==> src/rtl/shared_resource_rr_n.sv <==
// N-channel round-robin front end for the shared combinational resource.
// Per-channel FIFO with empty bypass, registered output slot, and occupancy.

module shared_resource #(
    parameter int unsigned DATA_W = 32
) (
    input  logic [DATA_W-1:0] operand,
    output logic [DATA_W-1:0] result
);
    assign result = operand * DATA_W'(3) + DATA_W'(1);
endmodule

module shared_resource_rr_n #(
    parameter int unsigned NUM_CH = 4,
    parameter int unsigned DATA_W = 32,
    parameter int unsigned DEPTH  = 4,
    parameter int unsigned CNT_W  = $clog2(DEPTH + 1)
) (
    input  logic                     clk,
    input  logic                     reset,
    input  logic [NUM_CH*DATA_W-1:0] in_data,
    input  logic [NUM_CH-1:0]        in_valid,
    input  logic [NUM_CH-1:0]        in_flush,
    input  logic [NUM_CH-1:0]        in_stall,
    output logic [NUM_CH-1:0]        out_stall,
    output logic [NUM_CH-1:0]        out_valid,
    output logic [NUM_CH*DATA_W-1:0] out_data,
    output logic [NUM_CH-1:0]        out_flush,
    output logic [NUM_CH*CNT_W-1:0]  occupancy
);
    localparam int unsigned PTR_W = $clog2(DEPTH);
    localparam int unsigned CH_W  = $clog2(NUM_CH);

    logic [DATA_W-1:0] mem    [NUM_CH][DEPTH];
    logic [PTR_W-1:0]  wr_ptr [NUM_CH];
    logic [PTR_W-1:0]  rd_ptr [NUM_CH];
    logic [CNT_W-1:0]  count  [NUM_CH];
    logic [DATA_W-1:0] operand [NUM_CH];

    logic [NUM_CH-1:0] empty, full, slot_free, req, grant, deq, enq;
    logic [CH_W-1:0]   rr, gnt_idx;
    logic              gnt_any;
    logic [DATA_W-1:0] res_in, res_out;

    // Per-channel status, request and operand selection (head or bypass)
    always_comb begin
        empty     = '0;
        full      = '0;
        slot_free = '0;
        req       = '0;
        for (int i = 0; i < NUM_CH; i++) begin
            empty[i]     = (count[i] == '0);
            full[i]      = (count[i] == CNT_W'(DEPTH));
            slot_free[i] = !out_valid[i] || !in_stall[i];
            req[i]       = (in_valid[i] || !empty[i]) && slot_free[i] && !in_flush[i];
            operand[i]   = empty[i] ? in_data[i*DATA_W +: DATA_W] : mem[i][rd_ptr[i]];
        end
    end

    // Round-robin scan starting at rr; first requester wins
    always_comb begin
        int unsigned idx;
        grant   = '0;
        gnt_idx = '0;
        gnt_any = 1'b0;
        idx     = 0;
        for (int unsigned k = 0; k < NUM_CH; k++) begin
            idx = (32'(rr) + k) % NUM_CH;
            if (!gnt_any && req[idx]) begin
                grant[idx] = 1'b1;
                gnt_idx    = CH_W'(idx);
                gnt_any    = 1'b1;
            end
        end
    end

    always_comb begin
        deq = '0;
        enq = '0;
        for (int i = 0; i < NUM_CH; i++) begin
            deq[i] = grant[i] && !empty[i];
            enq[i] = in_valid[i] && !full[i] && !in_flush[i] && !(grant[i] && empty[i]);
        end
        res_in = operand[gnt_idx];
    end

    shared_resource #(.DATA_W(DATA_W)) u_resource (
        .operand (res_in),
        .result  (res_out)
    );

    always_ff @(posedge clk or negedge reset) begin
        if (!reset) begin
            rr <= '0;
        end else if (gnt_any) begin
            rr <= (gnt_idx == CH_W'(NUM_CH - 1)) ? '0 : gnt_idx + CH_W'(1);
        end
    end

    // FIFO pointers/counts and the registered output slot
    always_ff @(posedge clk or negedge reset) begin
        if (!reset) begin
            for (int i = 0; i < NUM_CH; i++) begin
                wr_ptr[i] <= '0;
                rd_ptr[i] <= '0;
                count[i]  <= '0;
            end
            out_valid <= '0;
            out_flush <= '0;
            out_data  <= '0;
        end else begin
            out_flush <= in_flush;
            for (int i = 0; i < NUM_CH; i++) begin
                if (in_flush[i]) begin
                    wr_ptr[i]    <= '0;
                    rd_ptr[i]    <= '0;
                    count[i]     <= '0;
                    out_valid[i] <= 1'b0;
                end else begin
                    if (enq[i]) wr_ptr[i] <= wr_ptr[i] + PTR_W'(1);
                    if (deq[i]) rd_ptr[i] <= rd_ptr[i] + PTR_W'(1);
                    count[i] <= count[i] + CNT_W'(enq[i]) - CNT_W'(deq[i]);
                    if (grant[i]) begin
                        out_valid[i]                  <= 1'b1;
                        out_data[i*DATA_W +: DATA_W]  <= res_out;
                    end else begin
                        out_valid[i] <= out_valid[i] && in_stall[i];
                    end
                end
            end
        end
    end

    // Storage needs no reset; validity is tracked by count
    always_ff @(posedge clk) begin
        for (int i = 0; i < NUM_CH; i++) begin
            if (enq[i]) mem[i][wr_ptr[i]] <= in_data[i*DATA_W +: DATA_W];
        end
    end

    always_comb begin
        occupancy = '0;
        for (int i = 0; i < NUM_CH; i++) begin
            occupancy[i*CNT_W +: CNT_W] = count[i];
        end
    end

    assign out_stall = full;

endmodule

==> config.mk <==
export PLATFORM = sky130hd
export DESIGN_NAME = shared_resource_rr_n
export DESIGN_NICKNAME = d
export VERILOG_FILES = /design/src/rtl/shared_resource_rr_n.sv
export SDC_FILE = /design/constraint.sdc
export NUM_CORES = 1
export LEC_CHECK = 0
export CAP_MARGIN = 30
export CELL_PAD_IN_SITES_DETAIL_PLACEMENT = 0
export CELL_PAD_IN_SITES_GLOBAL_PLACEMENT = 2
export CORE_MARGIN = 5
export CORE_UTILIZATION = 41
export DETAILED_ROUTE_END_ITERATION = 6
export PLACE_DENSITY = 0.84
export SETUP_SLACK_MARGIN = 0.3
export SKIP_LAST_GASP = 1
export SLEW_MARGIN = 10
export SYNTH_ARGS = -nofsm -noshare
export SYNTH_HDL_FRONTEND = slang
export SYNTH_SLANG_ARGS = --single-unit
==> constraint.sdc <==
create_clock -name clk -period 7.3 [get_ports clk]
set_clock_uncertainty 0.1 [all_clocks]
set_input_delay 1.46 -clock clk [delete_from_list [all_inputs] [get_ports clk]]
set_output_delay 1.46 -clock clk [all_outputs]
set_load 0.01 [all_outputs]
# Word-level counts from Yosys, hierarchy flattened
# Memories as Yosys holds them, arrays and structs flattened.
# Index checks and enable logic that the tools add are counted.
classes:
  addsub: 21
  multipliers: 1
  magnitude_cmp: 21
  eq_ne: 5
  mux: 92
  bitwise: 16
  reduce_logical: 94
ops:
  columns: ["operator", "count"]
  rows:
  - ["two-way mux 32 bit", 18]
  - ["two-way mux 128 bit", 4]
  - ["binary-select mux 32 bit (select 2 bit)", 5]
  - ["demux 32 bit (select 2 bit)", 4]
  - ["logical AND 1 bit", 43]
  - ["two-way mux 2 bit", 21]
  - ["adder 32 x 1 -> 32 bit, second input constant", 1]
  - ["multiplier 32 x 2 -> 32 bit, second input constant", 1]
  - ["greater-or-equal comparator 3 bit, second input constant", 9]
  - ["zero test 1 bit", 27]
  - ["NOT 2 -> 3 bit", 9]
  - ["two-way mux 1 bit", 24]
  - ["adder 2 x 1 -> 2 bit, second input constant", 10]
  - ["two-way mux 4 bit", 4]
  - ["nonzero test 2 bit", 8]
  - ["adder 3 x 1 -> 3 bit", 4]
  - ["== test 3 bit, second input constant", 4]
  - ["zero test 3 bit", 4]
  - ["less-than comparator 2 x 3 -> 1 bit, second input constant", 4]
  - ["less-than comparator 3 x 1 -> 1 bit, second input constant", 4]
  - ["two-way mux 3 bit", 4]
  - ["OR 4 bit", 3]
  - ["subtractor 3 x 1 -> 3 bit", 4]
  - ["binary-select mux 1 bit (select 2 bit)", 4]
  - ["other kinds (7)", 27]
totals:
  ff_bits: 166
  mem_bits_rw: 512
  wordCells: 270
  n_memories: 1
memory_table:
  columns: ["memory", "words", "word_bits", "rd", "rd_ports_with_merged_regs", "wr", "line_no", "source"]
  rows:
  - ["mem", 4, 128, 4, 0, 4, "34", "logic [DATA_W-1:0] mem [NUM_CH][DEPTH];"]

# Longest topological paths before layout
# Gate-level depths: netlist of run 1.
logic_depth:
  ltp_word: 23
  depth_mapped: 31

# Cells and area by module
# Synthesis of run 1 repeated with hierarchy kept, for this count alone.
hier_totals:
  hier_cells: 1848
  hier_area_um2: 30783.3
modules_own_cells:
  columns: ["module", "n_inst", "cells_each", "area_each_um2", "seq_area_each_um2"]
  rows:
  - ["shared_resource_rr_n", 1, 1572, 28924.0, 19528.7]
  - ["shared_resource", 1, 276, 1859.3, 0.0]

# Least setup slack after synthesis of run 1
# Ideal clock, no wire load.
synth_path:
  path_kind: "input port to flip-flop"
  start: "in in_valid[0]"
  end: "reg out_data[27]"
  setup_time_ns: 0.069
  arrival_ns: 7.192
  slack_ns: -0.061
  path_stages: 25
  path_buffers: 9
  path_cell_list: "nor4_1 > nor3_1 > o311a_1 > a311oi_2 > buf_6 > buf_2 > buf_2 > buf_2 > buf_1 > clkbuf_1 > clkbuf_1 > nand3_1 > o21ai_0 > o21ai_0 > ha_1 > clkbuf_1 > nand3_1 > a2111oi_2 > nor2_1 > or3_1 > o21ba_2 > o21a_1 > buf_6 > or4_1 > nand3_1"
synth_between:
  elab_chain_cells: 21
synth_rtl:
  columns: ["item", "line_no", "source"]
  rows:
  - ["start, declared", "22", "input logic [NUM_CH-1:0] in_valid,"]
  - ["logical OR 1 bit *", "55", "req[i] = (in_valid[i] || !empty[i]) && slot_free[i] && !in_flush[i];"]
  - ["logical AND 1 bit * (2 in a row)", "55", null]
  - ["binary-select mux 1 bit (select 2 bit)", "69", "if (!gnt_any && req[idx]) begin"]
  - ["two-way mux 1 bit (not written as such)", "69", null]
  - ["two-way mux 1 bit", "69", null]
  - ["zero test 1 bit", "69", null]
  - ["logical AND 1 bit", "69", null]
  - ["two-way mux 1 bit", "69", null]
  - ["[... 3 more ...]", null, null]
  - ["zero test 1 bit", "69", null]
  - ["logical AND 1 bit", "69", null]
  - ["two-way mux 2 bit", "69", null]
  - ["NOT 2 -> 3 bit (not written as such)", "84", "res_in = operand[gnt_idx];"]
  - ["binary-select mux 32 bit (select 2 bit)", "84", null]
  - ["two-way mux 32 bit (not written as such) (2 in a row)", "84", null]
  - ["multiplier 32 x 2 -> 32 bit", "10", "assign result = operand * DATA_W'(3) + DATA_W'(1);"]
  - ["adder 32 x 1 -> 32 bit", "10", null]
  - ["end signal, assigned by index", "125", "out_data[i*DATA_W +: DATA_W] <= res_out;"]
  - ["end, declared", "27", "output logic [NUM_CH*DATA_W-1:0] out_data,"]
# Mark *: on every way between the ends. The rest lies on a longest branch, timed or not. The select of a mux whose other input is x is not followed.
# A chain may end at the register's enable or synchronous reset.

# Worst setup path in the final report of run 1
layout_path:
  start: "in in_valid[2]"
  end: "reg out_data[21]"
# The elaborated chain is that of the path after synthesis.

==> results of run 1 <==
[synth_stat cells (6+ instances only)]
cell      number  share of area [%]
nand2b_1       9               0.18
ha_1          57                2.3
mux4_2       130                9.4
or3_1          9               0.18
and2_1        27               0.54
o211ai_1       8               0.19
nor2_1        69               0.83
nor4_1        10               0.20
or4_1          9               0.22
nor2b_1       34               0.68
a31oi_1       12               0.24
edfxtp_1     512                 49
inv_1         38               0.46
and3b_1        7               0.20
o31ai_1       13               0.31
nor3_1        24               0.39
mux2_2        36                1.3
clkbuf_1      91                1.1
a21oi_1       90                1.4
a211oi_1      28               0.68
nand3_1       48               0.77
dfrtp_1      166                 13
and3_1         8               0.16
mux2i_1       87                2.8
buf_1         17               0.20
nand4_1       18               0.36
or2_2          6               0.12
buf_2         11               0.18
a21o_1        24               0.58
o21a_1         8               0.19
xor2_1        21               0.59
o21ai_0      108                1.7
nand2_1      438                5.3
xnor2_1       33               0.93
[state kept, by name (all words and copies together), names as in the netlist]
name	count
mem	512
rr	2
out_valid	4
wr_ptr	8
rd_ptr	8
out_flush	4
occupancy	12
out_data	128
[cells in the final DEF (no fill, tap or decap), types with 38 or more instances in the layout]
cell	netlist	routed
o21ai_0	108	108
mux2i_1	87	87
clkdlybuf4s50_1	0	292
a21oi_1	90	86
clkbuf_16	0	77
ha_1	57	57
dfrtp_1	166	160
mux4_2	130	130
nand2_1	438	438
inv_1	38	38
nand3_1	48	48
nor2_1	69	69
edfxtp_1	512	512
buf_4	2	107
[layout make-up]
| type | count | area [um^2] | share of cell area, % |
|---|---|---|---|
| timing repair buffer | 409 | 3940 | 10.3 |
| antenna | 1 | 2.50 | 0.00655 |
| inverter | 39 | 146 | 0.383 |
| clock buffer | 102 | 2020 | 5.29 |
| multi-input combinational | 1439 | 11000 | 28.8 |
| sequential | 678 | 19500 | 51.1 |
| tap | 978 | 1220 | 3.20 |
| clock inverter | 32 | 318 | 0.832 |
[per-layer routing]
| layer | share of wire (%) | vias to the layer above | GRT usage, % |
|---|---|---|---|
| met4 | 2.1 | 0 | 5.46 |
| li1 | - | 9276 | - |
| met3 | 5.4 | 95 | 3.32 |
| met2 | 50 | 616 | 36.9 |
| met1 | 42 | 10300 | 29.5 |
| met5 | 0 | - | 0 |
[worst paths after layout]
check                        startpoint           end  slack [ps]  depth (start not counted)
hold / removal             out_data[68]  out_data[68]         370                          2
min in group asynchronous         reset  out_data[54]         610                          1
setup / recovery            in_valid[2]  out_data[21]         670                         19
hold reg to reg            out_data[68]  out_data[68]         370                          2
max in group asynchronous         reset     rd_ptr[1]        5220                          4
setup reg to reg                  rr[0]  out_data[21]         880                         19
[kinds of logic (layout without fill, tap and decap cells)]
| logic type | Yosys count | after routing |
|---|---|---|
| and+or+nand+nor | 725 | 725 |
| DFF | 678 | 678 |
| AOI/OAI and AO/OA | 342 | 342 |
| muxes | 256 | 256 |
| buffers and inverters | 165 | 582 |
| adders and majority gates | 62 | 62 |
| xor gates and xnor gates | 54 | 54 |
| other | 0 | 1 |
[through the flow]
stage / hold slack, ps / cell area (um^2) / cells / worst slack, ps
2_1_floorplan: 391 / 31200 / 2282 / 322
3_3_place_gp: 358 / 35800 / 3539 / 70.1
3_5_place_dp: 365 / 35800 / 3540 / 25.1
4_1_cts: 379 / 38100 / 3674 / 666
5_1_grt: 396 / 38200 / 3677 / 378
6_report: 371 / 38200 / 3678 / 673
[worst max-delay path, cell delays in order]
cell and delay [ps]:
clkdlybuf4s50_1 470, nor4_1 50, nor3_1 530, mux2i_1 330, a311oi_4 410, buf_12 220, buf_12 230, o21ai_0 120
o21ai_0 680, ha_1 330, and3_1 200, nand2_1 90, a2111oi_2 230, nor2_1 100, or3_1 310, o21ba_2 270
o21ai_0 200, xor2_1 510, mux2_2 270
==> results.json, run 1 <==
{
  "cts-htree-levels": 3,
  "rsz0062_at_grt": "false",
  "post_cts_resized": 0,
  "outcome": "finished, final reports clean",
  "grt_max_degree": 102,
  "synth_area_um2": 31100,
  "fin_crit_sh_pct": 90.8,
  "first_pass_iters": 6,
  "synth_xor_area_share_pct": 1.52,
  "postCtsSetupBuffers": 0,
  "via_per_inst": 5.52,
  "synthAdderAreaFrac_pct": 2.58,
  "critPathLaunchType": "input port",
  "hpwl_mm": 63.5,
  "die_area_um2": 81500,
  "routed_wl_mm": 89.9,
  "worstSetupPathType": "in2reg",
  "ant_nets": 0,
  "finalSetupViolCount": 0,
  "grt_pass1_vias": 20500,
  "synth_mux_area_share_pct": 13.7,
  "path_clk_slew_ps": 60,
  "die_w_um": 286,
  "hold_violations": 0,
  "place_congestion": 0.919,
  "syn_avg_cell_area_um2": 13.6,
  "area_growth_pct": 22.7,
  "max_freq_mhz": 151,
  "grt_overflow": 0,
  "drv_slew": 0,
  "endpoint_kind": "register",
  "synth_top_family_by_area": "multiplexers",
  "synthSimpleGateAreaFrac_pct": 10.4,
  "ys.flop_type": "edfxtp_1",
  "synthDistinctLibCells": 75,
  "vias": 20300,
  "drc": 0,
  "cts_tree": "yes",
  "synth_warnings": 0,
  "clkSinkCount": 678,
  "io_pins": 294,
  "tightest_slew_ps": 922,
  "min_path_type": "reg2reg",
  "synthCells": 2282,
  "globalRouteTotalUtil_pct": 21.7,
  "drt_iter0_drc": 1577,
  "cts_made_buffers": 75,
  "async_flop_share_pct": 24.5,
  "synth_compound_area_share_pct": 6.89,
  "synth_seq_area_share_pct": 62.7,
  "routedWlPerCell_um": 24.4,
  "relSlewSlack_pct": 37.9,
  "cts_hold_buf": 0,
  "die_y_um": 286,
  "synth_nets": 2485,
  "fill_cells": 6457,
  "rows": 101,
  "clock_latency_ps": 640,
  "grt_pass1_wl_mm": 134,
  "antenna_found_initial": 1,
  "postLayoutCoreUtil_pct": 50.6,
  "start_util_pct": 41.2,
  "tns_ps": 0,
  "cts_root_buf": "clkbuf_16",
  "port_buffers": 293,
  "nets": 2845,
  "core_region_area_um2": 75600,
  "synth.ff_latch_count": 678,
  "period_needed_ps": 6630,
  "arrival_ps": 7080,
  "cap_viol_max_count": 0,
  "synth_edf_count": 512,
  "cts.path.max_buffers": 3,
  "required_ps": 7760,
  "cp_max_fo": 34,
  "drive_gt1_share_pct": 15.7
}
Power of run 1 is not shown: default switching activity piles up to over one toggle a cycle in this logic, so the estimate is an artifact.
==> inputs of run 2 (changes only) <==
- CAP_MARGIN: 30 -> default
- SKIP_CTS_REPAIR_TIMING: default -> 1
==> run 2 against run 1 <==
Register-to-register slack worse by 60 ps. Worst hold slack worse by 0.88 ps. Worst setup slack worse by 6.6 ps. First-iteration DRC count up 5.5%. Critical path depth up 3. Global-route usage down 0.16 points. Design area about the same. Sequential share of layout area about the same. Routed wire length down 0.42%. Fmax down 0.10%. Clock-buffer cell count down 6. Die area unchanged.
==> results.json, run 2 (synthesis results as in run 1) <==
{
  "met2_usage_pct": 37.1,
  "grt_pass1_vias": 20500,
  "tightest_slew_ps": 1090,
  "ant_nets": 0,
  "clock_latency_ps": 620,
  "period_needed_ps": 6630,
  "grt_overflow": 0,
  "cp_max_fo": 23,
  "endpoint_kind": "register",
  "place_area_um2": 35800,
  "arrival_ps": 7090,
  "clkSinkCount": 678,
  "cp_cell_sequence": "clkdlybuf4s50_1 -> nor4_1 -> nor3_1 -> mux2i_1 -> a311oi_4 -> buf_12 -> buf_12 -> a211oi_1 -> a21oi_1 -> nand2_1 -> o21ai_1 -> ha_1 -> and4_1 -> a311oi_1 -> a21oi_1 -> a221oi_2 -> o211ai_1 -> buf_4 -> xor2_1 -> buf_4 -> nand2_1 -> nand2_1",
  "cts_root_buf": "clkbuf_16",
  "core_region_area_um2": 75600,
  "cts_made_buffers": 74,
  "final_common_cell": "edfxtp_1",
  "max_freq_mhz": 151,
  "cp_top_family": "compound AO/OA/AOI/OAI gates",
  "fin_crit_sh_pct": 90.9,
  "vias": 20200,
  "cts.path.max_buffers": 3,
  "routedWlPerCell_um": 24.3,
  "via_per_inst": 5.51,
  "io_pins": 294,
  "rsz0062_at_grt": "false",
  "routed_wl_mm": 89.5,
  "rows": 101,
  "relSlewSlack_pct": 26.8,
  "globalRouteTotalUtil_pct": 21.5,
  "place_congestion": 0.919,
  "timing.critical_path.buf_inv": 5,
  "die_w_um": 286,
  "tns_ps": 0,
  "first_pass_iters": 5,
  "start_util_pct": 41.2,
  "antenna_found_initial": 2,
  "die_y_um": 286,
  "crit_top_cell": "nand2_1",
  "hpwl_mm": 63.4,
  "grt_pass1_wl_mm": 133,
  "port_buffers": 293,
  "min_path_type": "reg2reg",
  "design_area_um2": 38200,
  "outcome": "finished, final reports clean",
  "finalSetupViolCount": 0,
  "required_ps": 7750,
  "grt_max_degree": 102,
  "cts_tree": "yes",
  "die_area_um2": 81500,
  "top_usage_layer": "met2",
  "hold_violations": 0,
  "area_growth_pct": 22.6,
  "largest_reg_flops": 512,
  "grtUsageMet3_pct": 3.50,
  "cts-htree-levels": 3,
  "worst_path_max_delay_cell": "nor3_1",
  "critPathLaunchType": "input port",
  "final_cell_mix": "512 x edfxtp_1, 438 x nand2_1, 292 x clkdlybuf4s50_1, 160 x dfrtp_1, 130 x mux4_2",
  "drv_slew": 0,
  "nets": 2840,
  "drive_gt1_share_pct": 15.7,
  "cap_viol_max_count": 0,
  "drc": 0,
  "worstSetupPathType": "in2reg",
  "critPathMaxStageDelay_ps": 540,
  "path_clk_slew_ps": 60,
  "drt_iter0_drc": 1664,
  "use_met1_pct": 28.8
}
run 2: worst paths after layout:
| check | cells past startpoint | endpoint | slack, ps | from |
|---|---|---|---|---|
| worst max-delay path | 22 | out_data[84] | 670 | in_valid[2] |
| min in group asynchronous | 1 | out_data[118] | 860 | reset |
| worst min-delay path | 2 | out_data[70] | 370 | out_data[70] |
| max in group asynchronous | 2 | rd_ptr[0] | 4710 | reset |
| worst max register to register | 22 | out_data[84] | 820 | rr[0] |
| worst min register to register | 2 | out_data[70] | 370 | out_data[70] |
run 2: metrics by stage:
step | worst slack [ps] | util [%] | cells | hold WS [ps]
finish | 667 | 50.5 | 3675 | 370
global route | 370 | 50.5 | 3673 | 395
CTS | 676 | 50.5 | 3672 | 378
detailed placement | 49.3 | 47.3 | 3539 | 363
global placement | 70.1 | 47.3 | 3539 | 358
floorplan | 322 | - | 2282 | 391
run 2: per-layer routing:
metal | share of wire, % | vias to the layer above
met4 | 2.0 | 0
met2 | 50 | 599
met5 | 0 | -
met3 | 5.5 | 108
li1 | - | 9241
met1 | 42 | 10300
run 2: worst min-delay path, stage by stage (launching register included):
cell and delay, ps:
dfrtp_1 340, nand2_1 50, nand2_1 50
run 2: area by class of cell:
| type | count | area [um^2] |
|---|---|---|
| clock inverter | 37 | 352 |
| multi-input combinational | 1439 | 11000 |
| inverter | 39 | 146 |
| sequential | 678 | 19500 |
| tap | 978 | 1220 |
| timing repair buffer | 405 | 3840 |
| antenna | 3 | 7.51 |
| fill | 6458 | 37400 |
| clock buffer | 96 | 2050 |
Power of run 2 is left out for the same reason.
